**src/rtl/seg_display_scan_ctrl.sv**
```systemverilog
// Four-digit multiplexed seven-segment controller: sequential double-dabble
// binary-to-BCD conversion with tear-free commit and anode scanning.
module seg_display_scan_ctrl #(
  parameter int REFRESH_DIV = 50000
) (
  input  logic        clk,
  input  logic        rst,
  input  logic        in_valid,
  output logic        in_ready,
  input  logic [13:0] in_value,
  input  logic        blank_lz,
  output logic [3:0]  bcd,
  output logic [3:0]  an,
  output logic        busy,
  output logic        ovf
);

  localparam logic [1:0] IDLE    = 2'd0;
  localparam logic [1:0] CONVERT = 2'd1;
  localparam logic [1:0] COMMIT  = 2'd2;

  localparam int CW = $clog2(REFRESH_DIV);
  localparam logic [CW-1:0] CNT_MAX = CW'(REFRESH_DIV - 1);

  logic [1:0]    state_q, state_d;
  logic [13:0]   bin_q, bin_d;
  logic [15:0]   acc_q, acc_d;
  logic [3:0]    step_q, step_d;
  logic          ovf_pend_q, ovf_pend_d;
  logic [15:0]   disp_q, disp_d;
  logic          ovf_q, ovf_d;
  logic [CW-1:0] cnt_q, cnt_d;
  logic [1:0]    idx_q, idx_d;
  logic          lead_zero_s;

  // Double-dabble pre-shift correction: every BCD nibble >= 5 gets +3.
  function automatic logic [15:0] dabble_adj(input logic [15:0] a);
    logic [15:0] r;
    r = a;
    for (int k = 0; k < 4; k++) begin
      if (a[k*4 +: 4] >= 4'd5) r[k*4 +: 4] = a[k*4 +: 4] + 4'd3;
      else                     r[k*4 +: 4] = a[k*4 +: 4];
    end
    return r;
  endfunction

  // Conversion FSM next-state and datapath.
  always_comb begin
    state_d    = state_q;
    bin_d      = bin_q;
    acc_d      = acc_q;
    step_d     = step_q;
    ovf_pend_d = ovf_pend_q;
    disp_d     = disp_q;
    ovf_d      = ovf_q;
    case (state_q)
      IDLE: begin
        if (in_valid) begin
          bin_d      = in_value;
          acc_d      = 16'h0000;
          step_d     = 4'd14;
          ovf_pend_d = (in_value > 14'd9999);
          state_d    = CONVERT;
        end else begin
          state_d = IDLE;
        end
      end
      CONVERT: begin
        {acc_d, bin_d} = {dabble_adj(acc_q), bin_q} << 1;
        step_d         = step_q - 4'd1;
        if (step_q == 4'd1) state_d = COMMIT;
        else                state_d = CONVERT;
      end
      COMMIT: begin
        // Out-of-range values show 4'hA, which the decoder renders as DP only.
        disp_d  = ovf_pend_q ? 16'hAAAA : acc_q;
        ovf_d   = ovf_pend_q;
        state_d = IDLE;
      end
      default: state_d = IDLE;
    endcase
  end

  // Free-running refresh counter and digit index.
  always_comb begin
    if (cnt_q == CNT_MAX) begin
      cnt_d = '0;
      idx_d = idx_q + 2'd1;
    end else begin
      cnt_d = cnt_q + CW'(1);
      idx_d = idx_q;
    end
  end

  // State registers.
  always_ff @(posedge clk) begin
    if (rst) begin
      state_q    <= IDLE;
      bin_q      <= 14'd0;
      acc_q      <= 16'd0;
      step_q     <= 4'd0;
      ovf_pend_q <= 1'b0;
      disp_q     <= 16'd0;
      ovf_q      <= 1'b0;
      cnt_q      <= '0;
      idx_q      <= 2'd0;
    end else begin
      state_q    <= state_d;
      bin_q      <= bin_d;
      acc_q      <= acc_d;
      step_q     <= step_d;
      ovf_pend_q <= ovf_pend_d;
      disp_q     <= disp_d;
      ovf_q      <= ovf_d;
      cnt_q      <= cnt_d;
      idx_q      <= idx_d;
    end
  end

  // Leading-zero test: the selected digit and everything above it are zero.
  always_comb begin
    case (idx_q)
      2'd1:    lead_zero_s = (disp_q[15:4]  == 12'd0);
      2'd2:    lead_zero_s = (disp_q[15:8]  == 8'd0);
      2'd3:    lead_zero_s = (disp_q[15:12] == 4'd0);
      default: lead_zero_s = 1'b0;
    endcase
  end

  // Decoder nibble and active-low anode drive.
  always_comb begin
    bcd = disp_q[{idx_q, 2'b00} +: 4];
    if (blank_lz && !ovf_q && lead_zero_s) an = 4'b1111;
    else                                   an = ~(4'b0001 << idx_q);
  end

  assign in_ready = (state_q == IDLE);
  assign busy     = (state_q != IDLE);
  assign ovf      = ovf_q;

endmodule

```
**config.mk**
```make
export PLATFORM = sky130hd
export DESIGN_NAME = seg_display_scan_ctrl
export DESIGN_NICKNAME = d
export VERILOG_FILES = /design/src/rtl/seg_display_scan_ctrl.sv
export SDC_FILE = /design/constraint.sdc
export NUM_CORES = 1
export LEC_CHECK = 0
export BUFFER_PORTS_ARGS = -buffer_cell sky130_fd_sc_hd__clkbuf_2
export CAP_MARGIN = 30
export CORE_MARGIN = 3
export CORE_UTILIZATION = 59
export DETAILED_ROUTE_END_ITERATION = 7
export PLACE_DENSITY_LB_ADDON = 0.25
export SLEW_MARGIN = 30
export SYNTH_ARGS = -nofsm -noshare
export SYNTH_HDL_FRONTEND = slang
export SYNTH_SLANG_ARGS = --single-unit
```
**constraint.sdc**
```tcl
create_clock -name clk -period 2.7 [get_ports clk]
set_input_delay 0.81 -clock clk [delete_from_list [all_inputs] [get_ports clk]]
set_output_delay 0.81 -clock clk [all_outputs]
set_load 0.02 [all_outputs]
```
==> results.ini, run 1 <==
[layout]
diodes = 0
final_common_cell = dfxtp_1
final_nets = 459
syn2layout_area_growth_pct = 10.6
final_cell_mix = dfxtp_1, nor2_1, nand2_1
final_cells = 502
final.fill_count = 488
drive_above_1_share = 0.153

[worst_setup_path]
start_kind = flop
crit_family = simple AND/OR/NAND/NOR gates
r2r-start = state_q[1]
cpPeakStageDelay_ns = 0.32
timing.rr.end = bin_q[12]
crit_buf_inv = 2
rr_worst_depth = 4
crit_path_end_kind = output pin
crit_chain = inv_1, ha_1, nor4b_1, nand2_1, o21ai_0, clkbuf_2
cp.arrival_ns = 1.70
critPathSlowestCell = dfxtp_1
cp.depth = 6
reg2reg_slack_ns = 0.92
cp_data_required_time_ns = 1.89
crit_type = flop to output pin
worstPathMaxFanout = 4

[routing]
vias_per_cell = 5.60
firstDrtPassIters = 5
drtAntennaViolNets = 0
detail_route.wl_per_cell_um = 13.3
vias = 2811
drt-initial-drc-count = 145
drt-total-wl_mm = 6.69
drc = 0

[sta]
finalSetupViolCount = 0
hold_viol = 0
slew-limit-headroom = 0.503
worstMarginPinSlew_ns = 0.745
fin_crit_ns = 2.51
slew_viol_final = 0
finalClockSkew_ns = 0.0120
rsz0062_at_grt = false
max_clock_freq_ghz = 0.398
tns_ns = 0
fin_crit_sh = 0.930

[cts]
cts_root_buf = clkbuf_8
h-tree-depth = 3
tritoncts = done
clk_pin_slew_ns = 0.07
insertion_delay_ns = 0.34
clock_sinks = 72
cts_made_buffers = 9
post-cts-setup-buffers = 0
cts_hold_buf = 0
clockBufferDepth = 2
cts_resized = 0

[yosys]
ys_seq_area_frac = 0.414
synth_top_area_share = 0.414
yosys.area.top_type = dfxtp_1
synth_edf_count = 0
synth_area_leaders = dfxtp_1, ha_1, nor2_1
synth-main-ff-cell = dfxtp_1
ys_ff_latch = 72
synth_cells = 401
synth_area_per_cell_um2 = 8.68
synth_nets = 435
ys_types = 41
synthesis.area_um2 = 3480
async_flop_share = 0
yosys_warnings = 0

[hold_path]
min_from = bin_q[13]
hold_depth = 2
hp-class = flop to flop
min_to = acc_q[0]

[global_route]
grt_overflow = 0
met3_usage = 0.0417
grt-busiest-layer = met2
grt_pass1_wl_mm = 11.8
grt_pass1_vias = 2667
track_usage = 0.206
antenna_found_initial = 0
use_met2 = 0.325
gr-usage-met1 = 0.274
grt_max_degree = 30

[run_status]
outcome = finished, final reports clean

[placed_design]
globalplace.congestion = 0.807
port_buffers = 28
dp.cells = 486
dp_hpwl_mm = 4.70

[die]
die_area_um2 = 6860
start_util = 0.621
fp.dieW_um = 82.8
std_cell_rows = 27
die_h_um = 82.8
core_area_um2 = 5610
ios = 29

[power]
p_int_uw = 1620
seq_power_share = 0.527
clockPowerShare = 0.389
swShare = 0.246
netSwitchingPower_uw = 527
p_leak_uw = 0.00145
vdd_ir_drop_max_v = 0.000507
p_per_area_nw_per_um2 = 556
comb_power_share = 0.083

[flow_run]
maxCapViolCount = 0

## worst max path at each step
stage	from	to	slack, ns
after floorplan	idx_q[0]	an[1]	0.09
after global placement	blank_lz	an[1]	0.34
after detailed placement	blank_lz	an[2]	0.29
after CTS	idx_q[0]	an[2]	0.17
after global routing	idx_q[1]	an[1]	0.01
final	idx_q[0]	an[2]	0.19
## registers in the layout, indices dropped and copies added, names as in the netlist
register,count
acc_q,16
bin_q,14
cnt_q,16
disp_q,16
idx_q,2
ovf,1
ovf_pend_q,1
state_q,2
step_q,4
## cell usage after synthesis (6+ instances only)
| library cell | n |
|---|---|
| or3_1 | 7 |
| nor3_1 | 26 |
| nor4_1 | 8 |
| o21ai_0 | 9 |
| a311oi_1 | 7 |
| nor2_1 | 49 |
| clkbuf_1 | 7 |
| inv_1 | 17 |
| nand3_1 | 13 |
| ha_1 | 16 |
| nand4_1 | 7 |
| xor2_1 | 6 |
| dfxtp_1 | 72 |
| a21oi_1 | 29 |
| buf_2 | 10 |
| a22o_1 | 8 |
| xnor2_1 | 18 |
| nand2_1 | 47 |
| nand2b_1 | 6 |
## worst reg2reg max path: stages (launching register included)
cell and delay [ns]:
dfxtp_1 0.45, nand2b_1 0.54, buf_4 0.39, nor2_1 0.07, a311oi_1 0.25
## cell type report
| cell class | instances | area (um2) | area share |
|---|---|---|---|
| well taps | 72 | 90.1 | 0.0234 |
| flip-flops and latches | 72 | 1440 | 0.374 |
| inverters | 17 | 63.8 | 0.0166 |
| clock inverters | 5 | 56.3 | 0.0146 |
| multi-input cells | 290 | 1870 | 0.484 |
| clock buffers | 11 | 141 | 0.0367 |
| repair buffers | 35 | 193 | 0.0500 |
## routing by layer
metal,vias up,part of all wire
met3,15,0.039
met1,1300,0.49
met2,50,0.45
li1,1446,-
met4,0,0.020
met5,-,0
## cells by family after synthesis
logic type / Yosys count / synth area share
buf+inv: 39 / 0.0503
fa+ha+maj: 16 / 0.0575
mux: 9 / 0.0402
simple gates: 179 / 0.255
compound gates: 62 / 0.123
xor+xnor: 24 / 0.0604
flops: 72 / 0.414
## through the flow
| step | area, um2 | hold slack, ns | utilization | total power [uW] | worst slack, ns |
|---|---|---|---|---|---|
| 2_1_floorplan | 3480 | 0.429 | - | 1290 | 0.0949 |
| 5_1_grt | 3850 | 0.476 | 0.687 | 2240 | 0.0123 |
| 3_3_place_gp | 3650 | 0.447 | 0.651 | 1330 | 0.342 |
| 6_report | 3850 | 0.458 | 0.687 | 2140 | 0.188 |
| 3_5_place_dp | 3650 | 0.455 | 0.651 | 1330 | 0.290 |
| 4_1_cts | 3850 | 0.464 | 0.687 | 2170 | 0.172 |
## power by group through the flow
stage | clock [uW] | sequential, uW | combinational (uW)
2_1_floorplan | 0 | 1140 | 145
3_3_place_gp | 0 | 1150 | 176
3_5_place_dp | 0 | 1150 | 179
4_1_cts | 856 | 1130 | 179
5_1_grt | 897 | 1140 | 204
6_report | 835 | 1130 | 178
(Power assumes the default switching activity.)
==> inputs of run 2 (changes only) <==
--- a/config.mk
+++ b/config.mk
@@ -8,7 +8,7 @@
 export BUFFER_PORTS_ARGS = -buffer_cell sky130_fd_sc_hd__clkbuf_2
 export CAP_MARGIN = 30
 export CORE_MARGIN = 3
-export CORE_UTILIZATION = 59
+export CORE_UTILIZATION = 53
 export DETAILED_ROUTE_END_ITERATION = 7
 export PLACE_DENSITY_LB_ADDON = 0.25
 export SLEW_MARGIN = 30
==> constraint.sdc (replaced) <==
create_clock -name clk -period 2.15 [get_ports clk]
set_input_delay 0.645 -clock clk [delete_from_list [all_inputs] [get_ports clk]]
set_output_delay 0.645 -clock clk [all_outputs]
set_load 0.02 [all_outputs]
==> run 2 against run 1 <==
  * Combinational power rose by 31%
  * Critical path depth stayed put
  * Non-clock buffer count increased by 6
  * Hold slack improved by 0.0010 ns
  * Clock skew about the same
  * Sequential share of layout area fell by 1.1 points
  * Clock power increased by 7.2%
  * Total power increased by 19%
  * Core utilization decreased by 3.8 points
  * First-iteration DRC count down 31%
  * Register-to-register slack got worse by 0.39 ns
  * Wire length fell by 0.91%
  * Critical endpoint unchanged
  * Largest cell class unchanged
  * Highest routed layer unchanged
==> results.ini, run 2 (synthesis gave the netlist of run 1 again) <==
[run_status]
outcome = finished, final reports clean

[routing]
drt-total-wl_mm = 6.63
drtAntennaViolNets = 0
vias = 2842
firstDrtPassIters = 4
drt-initial-drc-count = 100
vias_per_cell = 5.56
detail_route.wl_per_cell_um = 13.0
drc = 0

[sta]
max_clock_freq_ghz = 0.466
hold_viol = 0
rsz0062_at_grt = true
fin_crit_sh = 0.998
finalSetupViolCount = 0
slew_viol_final = 0
slew-limit-headroom = 0.628
finalClockSkew_ns = 0.0123
fin_crit_ns = 2.14
worstMarginPinSlew_ns = 0.555
tns_ns = 0

[cts]
cts_root_buf = clkbuf_8
clk_pin_slew_ns = 0.07
cts_made_buffers = 9
clockBufferDepth = 2
h-tree-depth = 3
tritoncts = done
clock_sinks = 72
insertion_delay_ns = 0.33

[global_route]
antenna_found_initial = 0
track_usage = 0.196
grt_max_degree = 26
grt_pass1_vias = 2631
grt_overflow = 0
grt_pass1_wl_mm = 11.9

[worst_setup_path]
crit_family = flip-flops
timing.rr.end = acc_q[14]
crit_buf_inv = 2
cp.arrival_ns = 1.50
crit_chain = inv_2, ha_4, nor4b_4, nand2_2, o21ai_2, clkbuf_8
start_kind = flop
cpPeakStageDelay_ns = 0.35
crit_type = flop to output pin
rr_worst_depth = 3
reg2reg_slack_ns = 0.53
crit_path_end_kind = output pin
worstPathMaxFanout = 3
cp_data_required_time_ns = 1.50
r2r-start = state_q[1]
critPathSlowestCell = dfxtp_2

[power]
vdd_ir_drop_max_v = 0.000419
p_per_area_nw_per_um2 = 641
p_total_uw = 2550
comb_power_share = 0.092
netSwitchingPower_uw = 634
swShare = 0.249
clockPowerShare = 0.351
seq_power_share = 0.557
p_int_uw = 1920
p_leak_uw = 0.00150

[layout]
final.fill_count = 524
multiInputGateArea_um2 = 1920
regArea_um2 = 1440
reg_top3 = acc_q x16, cnt_q x16, disp_q x16
diodes = 0
drive_above_1_share = 0.193
final_nets = 465
final_common_cell = dfxtp_1
syn2layout_area_growth_pct = 14.2
final_cell_mix = dfxtp_1, nor2_1, nand2_1
utilization = 0.649

[flow_run]
maxCapViolCount = 0

[die]
die_area_um2 = 7580
core_area_um2 = 6130
die_h_um = 87.1
std_cell_rows = 28
fp.dieW_um = 87.1
start_util = 0.568
ios = 29

[hold_path]
hold_depth = 2
hp-class = flop to flop
min_to = acc_q[0]
min_from = bin_q[13]

[placed_design]
port_buffers = 28
dp_hpwl_mm = 4.79
globalplace.congestion = 0.821

[run 2: power by group through the flow]
stage	combinational (uW)	sequential (uW)	clock, uW
3_5_place_dp	236	1450	0
5_1_grt	268	1430	986
3_3_place_gp	231	1450	0
6_report	233	1420	895
4_1_cts	237	1420	929
2_1_floorplan	183	1440	0
[run 2: how the worst max path moves through the flow]
stage,startpoint,to,depth (start not counted)
after floorplan,idx_q[0],an[1],6
after global placement,blank_lz,an[1],5
after detailed placement,blank_lz,an[2],5
after CTS,idx_q[0],an[2],6
after global routing,idx_q[0],an[1],6
final,idx_q[0],an[2],6
[run 2: per-layer routing]
layer  track usage  up-vias  share of wire
met2         0.302       56           0.46
met5             0        -              0
met4        0.0935        0         0.0092
met3        0.0312        5          0.040
met1         0.269     1322           0.49
li1              -     1459              -
[run 2: metrics by stage]
step	cell area (um2)	hold WS [ns]	setup WS (ns)	instances
2_1_floorplan	3490	0.429	0.0467	401
3_3_place_gp	3700	0.447	0.116	494
3_5_place_dp	3700	0.448	0.0575	494
4_1_cts	3940	0.455	-0.0866	511
5_1_grt	3980	0.484	-0.0775	511
6_report	3980	0.459	0.00514	511
[run 2: area by class of cell]
type                    count  area share
clock buffers              12      0.0365
clock inverters             4     0.00503
inverters                  17      0.0160
multi-input cells         290       0.482
flip-flops and latches     72       0.363
well taps                  75      0.0236
repair buffers             41      0.0736
[run 2: what timing repair did]
action,CTS,global route
setup endpoints to repair,7,7
pin swaps,4,2
resized for setup,17,15
setup buffers,1,0
hold endpoints to repair,0,0
hold buffers,0,0
[run 2: tightest hold or removal path, delay by kind of cell, from the launching register on]
kind | cells | cell delay (ns)
flip-flops | 1 | 0.31
AO/OA/AOI/OAI | 1 | 0.05
AND/OR/NAND/NOR | 1 | 0.06
